<file path="src/rtl/voice_mixer_pkg.sv">
// Shared definitions for the voice mixer: FSM encoding and unity-gain helper.
package voice_mixer_pkg;

    typedef enum logic [1:0] {
        IDLE  = 2'd0,
        ACCUM = 2'd1,
        SAT   = 2'd2
    } mix_state_t;

    localparam int DEFAULT_GAIN_SHIFT = 3;

    // Unity gain is a one in the integer position of the fixed-point gain.
    function automatic int unity_gain(input int shift);
        return 1 << shift;
    endfunction

    localparam int UNITY_GAIN = unity_gain(DEFAULT_GAIN_SHIFT);

endpackage

</file>
<file path="src/rtl/mixer_gain_bank.sv">
// Per-channel gain and mute registers with saturating up/down control.
module mixer_gain_bank
    import voice_mixer_pkg::*;
#(
    parameter int NUM_CH     = 4,
    parameter int GAIN_W     = 4,
    parameter int GAIN_SHIFT = 3,
    parameter int SEL_W      = 2
) (
    input  logic                     clk,
    input  logic                     reset,
    input  logic [SEL_W-1:0]         gain_sel,
    input  logic                     gain_up,
    input  logic                     gain_down,
    input  logic                     mute_toggle,
    output logic [NUM_CH*GAIN_W-1:0] gains,
    output logic [NUM_CH-1:0]        mutes,
    output logic [GAIN_W-1:0]        sel_gain
);

    localparam logic [GAIN_W-1:0] UNITY = GAIN_W'(unity_gain(GAIN_SHIFT));

    // Apply control pulses to the selected channel; out-of-range selects match nothing.
    always_ff @(posedge clk or posedge reset) begin
        if (reset) begin
            for (int i = 0; i < NUM_CH; i++) begin
                gains[i*GAIN_W +: GAIN_W] <= UNITY;
            end
            mutes <= '0;
        end else begin
            for (int i = 0; i < NUM_CH; i++) begin
                if (int'(gain_sel) == i) begin
                    if (gain_up && !gain_down && gains[i*GAIN_W +: GAIN_W] != '1) begin
                        gains[i*GAIN_W +: GAIN_W] <= gains[i*GAIN_W +: GAIN_W] + 1'b1;
                    end else if (gain_down && !gain_up && gains[i*GAIN_W +: GAIN_W] != '0) begin
                        gains[i*GAIN_W +: GAIN_W] <= gains[i*GAIN_W +: GAIN_W] - 1'b1;
                    end
                    if (mute_toggle) begin
                        mutes[i] <= ~mutes[i];
                    end
                end
            end
        end
    end

    // Live gain of the selected channel for display; reads 0 when nothing matches.
    always_comb begin
        sel_gain = '0;
        for (int i = 0; i < NUM_CH; i++) begin
            if (int'(gain_sel) == i) begin
                sel_gain = gains[i*GAIN_W +: GAIN_W];
            end
        end
    end

endmodule

</file>
<file path="src/rtl/voice_mixer.sv">
// Multi-channel voice mixer: serial multiply-accumulate over a captured sample set
// with per-channel gain/mute, saturated to the sample range.
module voice_mixer
    import voice_mixer_pkg::*;
#(
    parameter int NUM_CH     = 4,
    parameter int SAMPLE_W   = 16,
    parameter int GAIN_W     = 4,
    parameter int GAIN_SHIFT = 3
) (
    input  logic                                   clk,
    input  logic                                   reset,
    input  logic                                   in_ready,
    input  logic [NUM_CH*SAMPLE_W-1:0]             samples_in,
    input  logic [(NUM_CH>1?$clog2(NUM_CH):1)-1:0] gain_sel,
    input  logic                                   gain_up,
    input  logic                                   gain_down,
    input  logic                                   mute_toggle,
    output logic [SAMPLE_W-1:0]                    out,
    output logic                                   out_ready,
    output logic                                   busy,
    output logic                                   dropped,
    output logic [GAIN_W-1:0]                      sel_gain
);

    localparam int IDX_W  = (NUM_CH > 1) ? $clog2(NUM_CH) : 1;
    localparam int ACC_W  = SAMPLE_W + GAIN_W + IDX_W;
    localparam int PROD_W = SAMPLE_W + GAIN_W + 1;
    localparam logic [IDX_W-1:0]        LAST_IDX = IDX_W'(NUM_CH - 1);
    localparam logic signed [ACC_W-1:0] SAT_MAX  = ACC_W'((2 ** (SAMPLE_W - 1)) - 1);
    localparam logic signed [ACC_W-1:0] SAT_MIN  = ~SAT_MAX;

    mix_state_t                 state;
    logic [IDX_W-1:0]           idx;
    logic signed [ACC_W-1:0]    acc;
    logic [NUM_CH*SAMPLE_W-1:0] samples_q;
    logic [NUM_CH*GAIN_W-1:0]   gains_q;
    logic [NUM_CH-1:0]          mutes_q;
    logic                       pend;

    logic [NUM_CH*GAIN_W-1:0]   gains_live;
    logic [NUM_CH-1:0]          mutes_live;

    logic signed [SAMPLE_W-1:0] sample_cur;
    logic [GAIN_W-1:0]          gain_cur;
    logic signed [PROD_W-1:0]   prod;
    logic signed [ACC_W-1:0]    term;
    logic [SAMPLE_W-1:0]        sat_val;

    mixer_gain_bank #(
        .NUM_CH     (NUM_CH),
        .GAIN_W     (GAIN_W),
        .GAIN_SHIFT (GAIN_SHIFT),
        .SEL_W      (IDX_W)
    ) u_gain_bank (
        .clk         (clk),
        .reset       (reset),
        .gain_sel    (gain_sel),
        .gain_up     (gain_up),
        .gain_down   (gain_down),
        .mute_toggle (mute_toggle),
        .gains       (gains_live),
        .mutes       (mutes_live),
        .sel_gain    (sel_gain)
    );

    assign busy = (state != IDLE);

    // Select the current channel's operands so one multiplier serves every channel.
    always_comb begin
        sample_cur = '0;
        gain_cur   = '0;
        for (int i = 0; i < NUM_CH; i++) begin
            if (int'(idx) == i) begin
                sample_cur = samples_q[i*SAMPLE_W +: SAMPLE_W];
                gain_cur   = gains_q[i*GAIN_W +: GAIN_W];
            end
        end
        prod = PROD_W'(sample_cur) * PROD_W'($signed({1'b0, gain_cur}));
        if (mutes_q[idx]) begin
            term = '0;
        end else begin
            term = ACC_W'(prod >>> GAIN_SHIFT);
        end
    end

    // Clamp the wide accumulator into the signed sample range.
    always_comb begin
        if (acc > SAT_MAX) begin
            sat_val = {1'b0, {(SAMPLE_W-1){1'b1}}};
        end else if (acc < SAT_MIN) begin
            sat_val = {1'b1, {(SAMPLE_W-1){1'b0}}};
        end else begin
            sat_val = acc[SAMPLE_W-1:0];
        end
    end

    // Mix sequencer. SAT only arms pend; out and out_ready move together on the
    // following edge, when the FSM is already back in IDLE and can accept a new set.
    // acc is still valid at that edge because nothing clears it before then.
    always_ff @(posedge clk or posedge reset) begin
        if (reset) begin
            state     <= IDLE;
            idx       <= '0;
            acc       <= '0;
            samples_q <= '0;
            gains_q   <= '0;
            mutes_q   <= '0;
            pend      <= 1'b0;
            out       <= '0;
            out_ready <= 1'b0;
            dropped   <= 1'b0;
        end else begin
            out_ready <= pend;
            pend      <= 1'b0;
            if (pend) begin
                out <= sat_val;
            end
            if (in_ready && state != IDLE) begin
                dropped <= 1'b1;
            end
            case (state)
                IDLE: begin
                    if (in_ready) begin
                        samples_q <= samples_in;
                        gains_q   <= gains_live;
                        mutes_q   <= mutes_live;
                        acc       <= '0;
                        idx       <= '0;
                        state     <= ACCUM;
                    end
                end
                ACCUM: begin
                    acc <= acc + term;
                    idx <= idx + 1'b1;
                    if (idx == LAST_IDX) begin
                        state <= SAT;
                    end
                end
                SAT: begin
                    pend  <= 1'b1;
                    state <= IDLE;
                end
                default: state <= IDLE;
            endcase
        end
    end

endmodule

</file>
<file path="config.mk">
export PLATFORM = sky130hd
export DESIGN_NAME = voice_mixer
export DESIGN_NICKNAME = d
export VERILOG_FILES = /design/src/rtl/voice_mixer_pkg.sv /design/src/rtl/mixer_gain_bank.sv /design/src/rtl/voice_mixer.sv
export SDC_FILE = /design/constraint.sdc
export NUM_CORES = 1
export LEC_CHECK = 0
export ABC_AREA = 1
export ABC_CLOCK_PERIOD_IN_PS = 11500
export BUFFER_PORTS_ARGS = -buffer_cell sky130_fd_sc_hd__buf_2
export CAP_MARGIN = 20
export CORE_MARGIN = 2
export CORE_UTILIZATION = 66
export DETAILED_ROUTE_END_ITERATION = 10
export PLACE_DENSITY = 0.95
export SLEW_MARGIN = 0
export SYNTH_ARGS = -nofsm -noshare
export SYNTH_HDL_FRONTEND = slang
export SYNTH_SLANG_ARGS = --single-unit
</file>
<file path="constraint.sdc">
create_clock -name clk -period 11.5 [get_ports clk]
set_input_delay 1.725 -clock clk [delete_from_list [all_inputs] [get_ports clk]]
set_output_delay 1.725 -clock clk [all_outputs]
set_load 0.01 [all_outputs]
</file>
==> impl_metrics.toml <==
[status]
run_status = "finished, final reports clean"

[setup_path]
worst_setup_path_start_kind = "register"
cpMaxStageDelayCell = "ha_1"
cp_max_fo = 25
crit_start = "idx[0]$_DFFE_PP0P_"
cp-end-kind = "register"
r2r-start = "idx[0]$_DFFE_PP0P_"
critPathKind = "reg -> reg"
worst_ep_required_time_ps = 11830
max_stage_delay_ps = 790
path_common_cell = "nand2_1"
arrival_ps = 7980
ff2ff_path_depth = 33

[cts]
postCtsSetupRepairBufs = 0
clockBufferDepth = 2
clkTransAtPathRegs_ps = 70
htreeDepth = 4
cts_tree = "yes"
ctsResizeCount = 0
ctsRootBufferMaster = "clkbuf_16"
numCtsBuffers = 17
holdBufCountCts = 0
insertion_delay_ps = 440
clock-sinks = 149

[hold_path]
min_path_cells = 1
holdCritPathClass = "reg -> reg"
worstHoldStart = "state[0]$_DFFE_PP0P_"

[floorplanning]
die_h_um = 130
core_um2 = 15300
dieArea_um2 = 16800
fp-row-count = 45
initial_utilization_pct = 67.9
die_x_um = 130
io_pins = 95

[drt]
drtAntennaViolNets = 0
vias = 9608
avgViaCountPerCell = 5.81
drc = 0
drtPass1Iterations = 8
wirelength_um = 26500
drt_iter0_drc = 939
wl_per_cell_um = 16.0

[timing]
setup_viol = 0
setup_tns_ps = 0
worst_slew_pin_slew_ps = 960
period_minus_slack_ps = 7660
finalMaxSlewViolations = 0
rsz0062_at_grt = "no"
hold_viol_final = 0
timing.slew.headroom_pct = 36.0
finClkSkew_ps = 9.38
fmax_mhz = 131
fin_crit_sh_pct = 66.6

[place]
gp_congestion = 0.945
io_buffers = 94
hpwl_um = 18800

[synthesis]
synth_area_per_cell_um2 = 7.72
syn-num-nets = 1526
synth_edf_count = 0
synth_cell_types = 52
yosysWarningCount = 0
syn_area_um2 = 10400
ys_dominant_reg_cell = "dfrtp_1"
async_flop_share_pct = 100
yosysSeqAreaShare_pct = 35.9
ys_ff_latch = 149
syn_inst = 1347

[finish]
final-seq-area_um2 = 3730
final_common_cell = "nand2_1"
nNetsFinal = 1608
area_growth_pct = 11.8
drive_above_1_share_pct = 13.0
final_cell_mix = "338 x nand2_1, 217 x inv_1, 145 x dfrtp_1"
fill_cells = 1095
diodes = 0
multiInputGateArea_um2 = 5640

[global_routing]
grt_pass1_wl_um = 44500
grt_pass1_vias = 9688
grt_max_degree = 103
antenna_found_initial = 0
grt_remaining_overflow = 0
grt.total_usage_pct = 33.4

[flow_run]
maxCapViolCount = 0
-- metrics by stage --
step | worst slack (ps) | hold WS [ps] | cell area, um2 | std cells | utilization [%]
final | 3840 | 457 | 11600 | 1653 | 75.9
after global routing | 3290 | 477 | 11600 | 1653 | 75.9
after CTS | 4040 | 456 | 11600 | 1651 | 75.8
after detailed placement | 4190 | 445 | 11000 | 1619 | 71.9
after global placement | 4540 | 436 | 11000 | 1619 | 71.9
after floorplan | 5360 | 352 | 10400 | 1347 | -
-- worst paths after layout --
kind	endpoint	slack, ps
setup / recovery	acc[21]$_DFFE_PP0P_	3840
hold / removal	pend$_DFF_PP0_	460
setup reg to reg	acc[21]$_DFFE_PP0P_	3840
hold reg to reg	pend$_DFF_PP0_	460
max in group asynchronous	samples_q[55]$_DFFE_PP0P_	8690
min in group asynchronous	u_gain_bank.gains[2]$_DFFE_PP0P_	1380
-- worst max-delay path: cells and delay by family, from the launching register on --
kind	cells	cell delay, ps
buffers and inverters	5	730
AOI/OAI and AO/OA	8	2120
and+or+nand+nor	14	1470
DFF	1	450
adders and majority gates	6	2780
-- state kept, by name, indices dropped and copies added, names as in the netlist --
| register | cells |
|---|---|
| samples_q | 64 |
| u_gain_bank.mutes | 4 |
| pend | 1 |
| mutes_q | 4 |
| out_ready | 1 |
| gains_q | 16 |
| out | 16 |
| u_gain_bank.gains | 16 |
| idx | 2 |
| state | 2 |
| dropped | 1 |
| acc | 22 |
-- kinds of logic (layout without fill, tap and decap cells) --
kind of cell	count (synthesis)	count (layout)	share of synthesized area [%]
adders and majority gates	107	107	15.6
muxes	2	2	0.216
buffers and inverters	266	361	9.92
DFF	149	149	35.9
xor gates and xnor gates	29	29	2.44
and+or+nand+nor	503	503	20.0
AOI/OAI and AO/OA	291	291	15.9
-- layout make-up --
type,instances,area share [%]
multi-input combinational,932,48.6
sequential,149,32.1
inverter,227,7.39
timing repair buffer,102,4.52
clock buffer,18,3.78
tap,211,2.27
clock inverter,14,1.37
-- layer usage --
layer	routed length, um	GRT usage, %	part of all wire [%]	up-vias
li1	-	-	-	4474
met1	10400	40.2	39	4479
met2	13000	57.0	49	524
met3	1980	7.27	7.5	131
met4	1110	16.5	4.2	0
met5	0	0	0	-
-- synth_stat cells (all sizes together), types with 4 or more instances --
cell type,instances,area [um2]
a211oi,4,30.0
a21oi,95,487
a22oi,10,88.8
buf,7,57.5
clkbuf,32,120
dfrtp,145,3630
dfstp,4,105
fa,38,761
ha,69,863
inv,224,843
nand2,355,1390
nand3,36,210
nor2,94,365
nor3,4,20.0
o211ai,9,67.6
o21ai,126,634
o22ai,21,131
o41ai,7,61.3
or2,7,43.8
xnor2,8,70.1
xor2,21,184
Power is left out: the tool's default activity adds up to more than one toggle a clock period on the data nets, which glitch-free logic cannot reach.
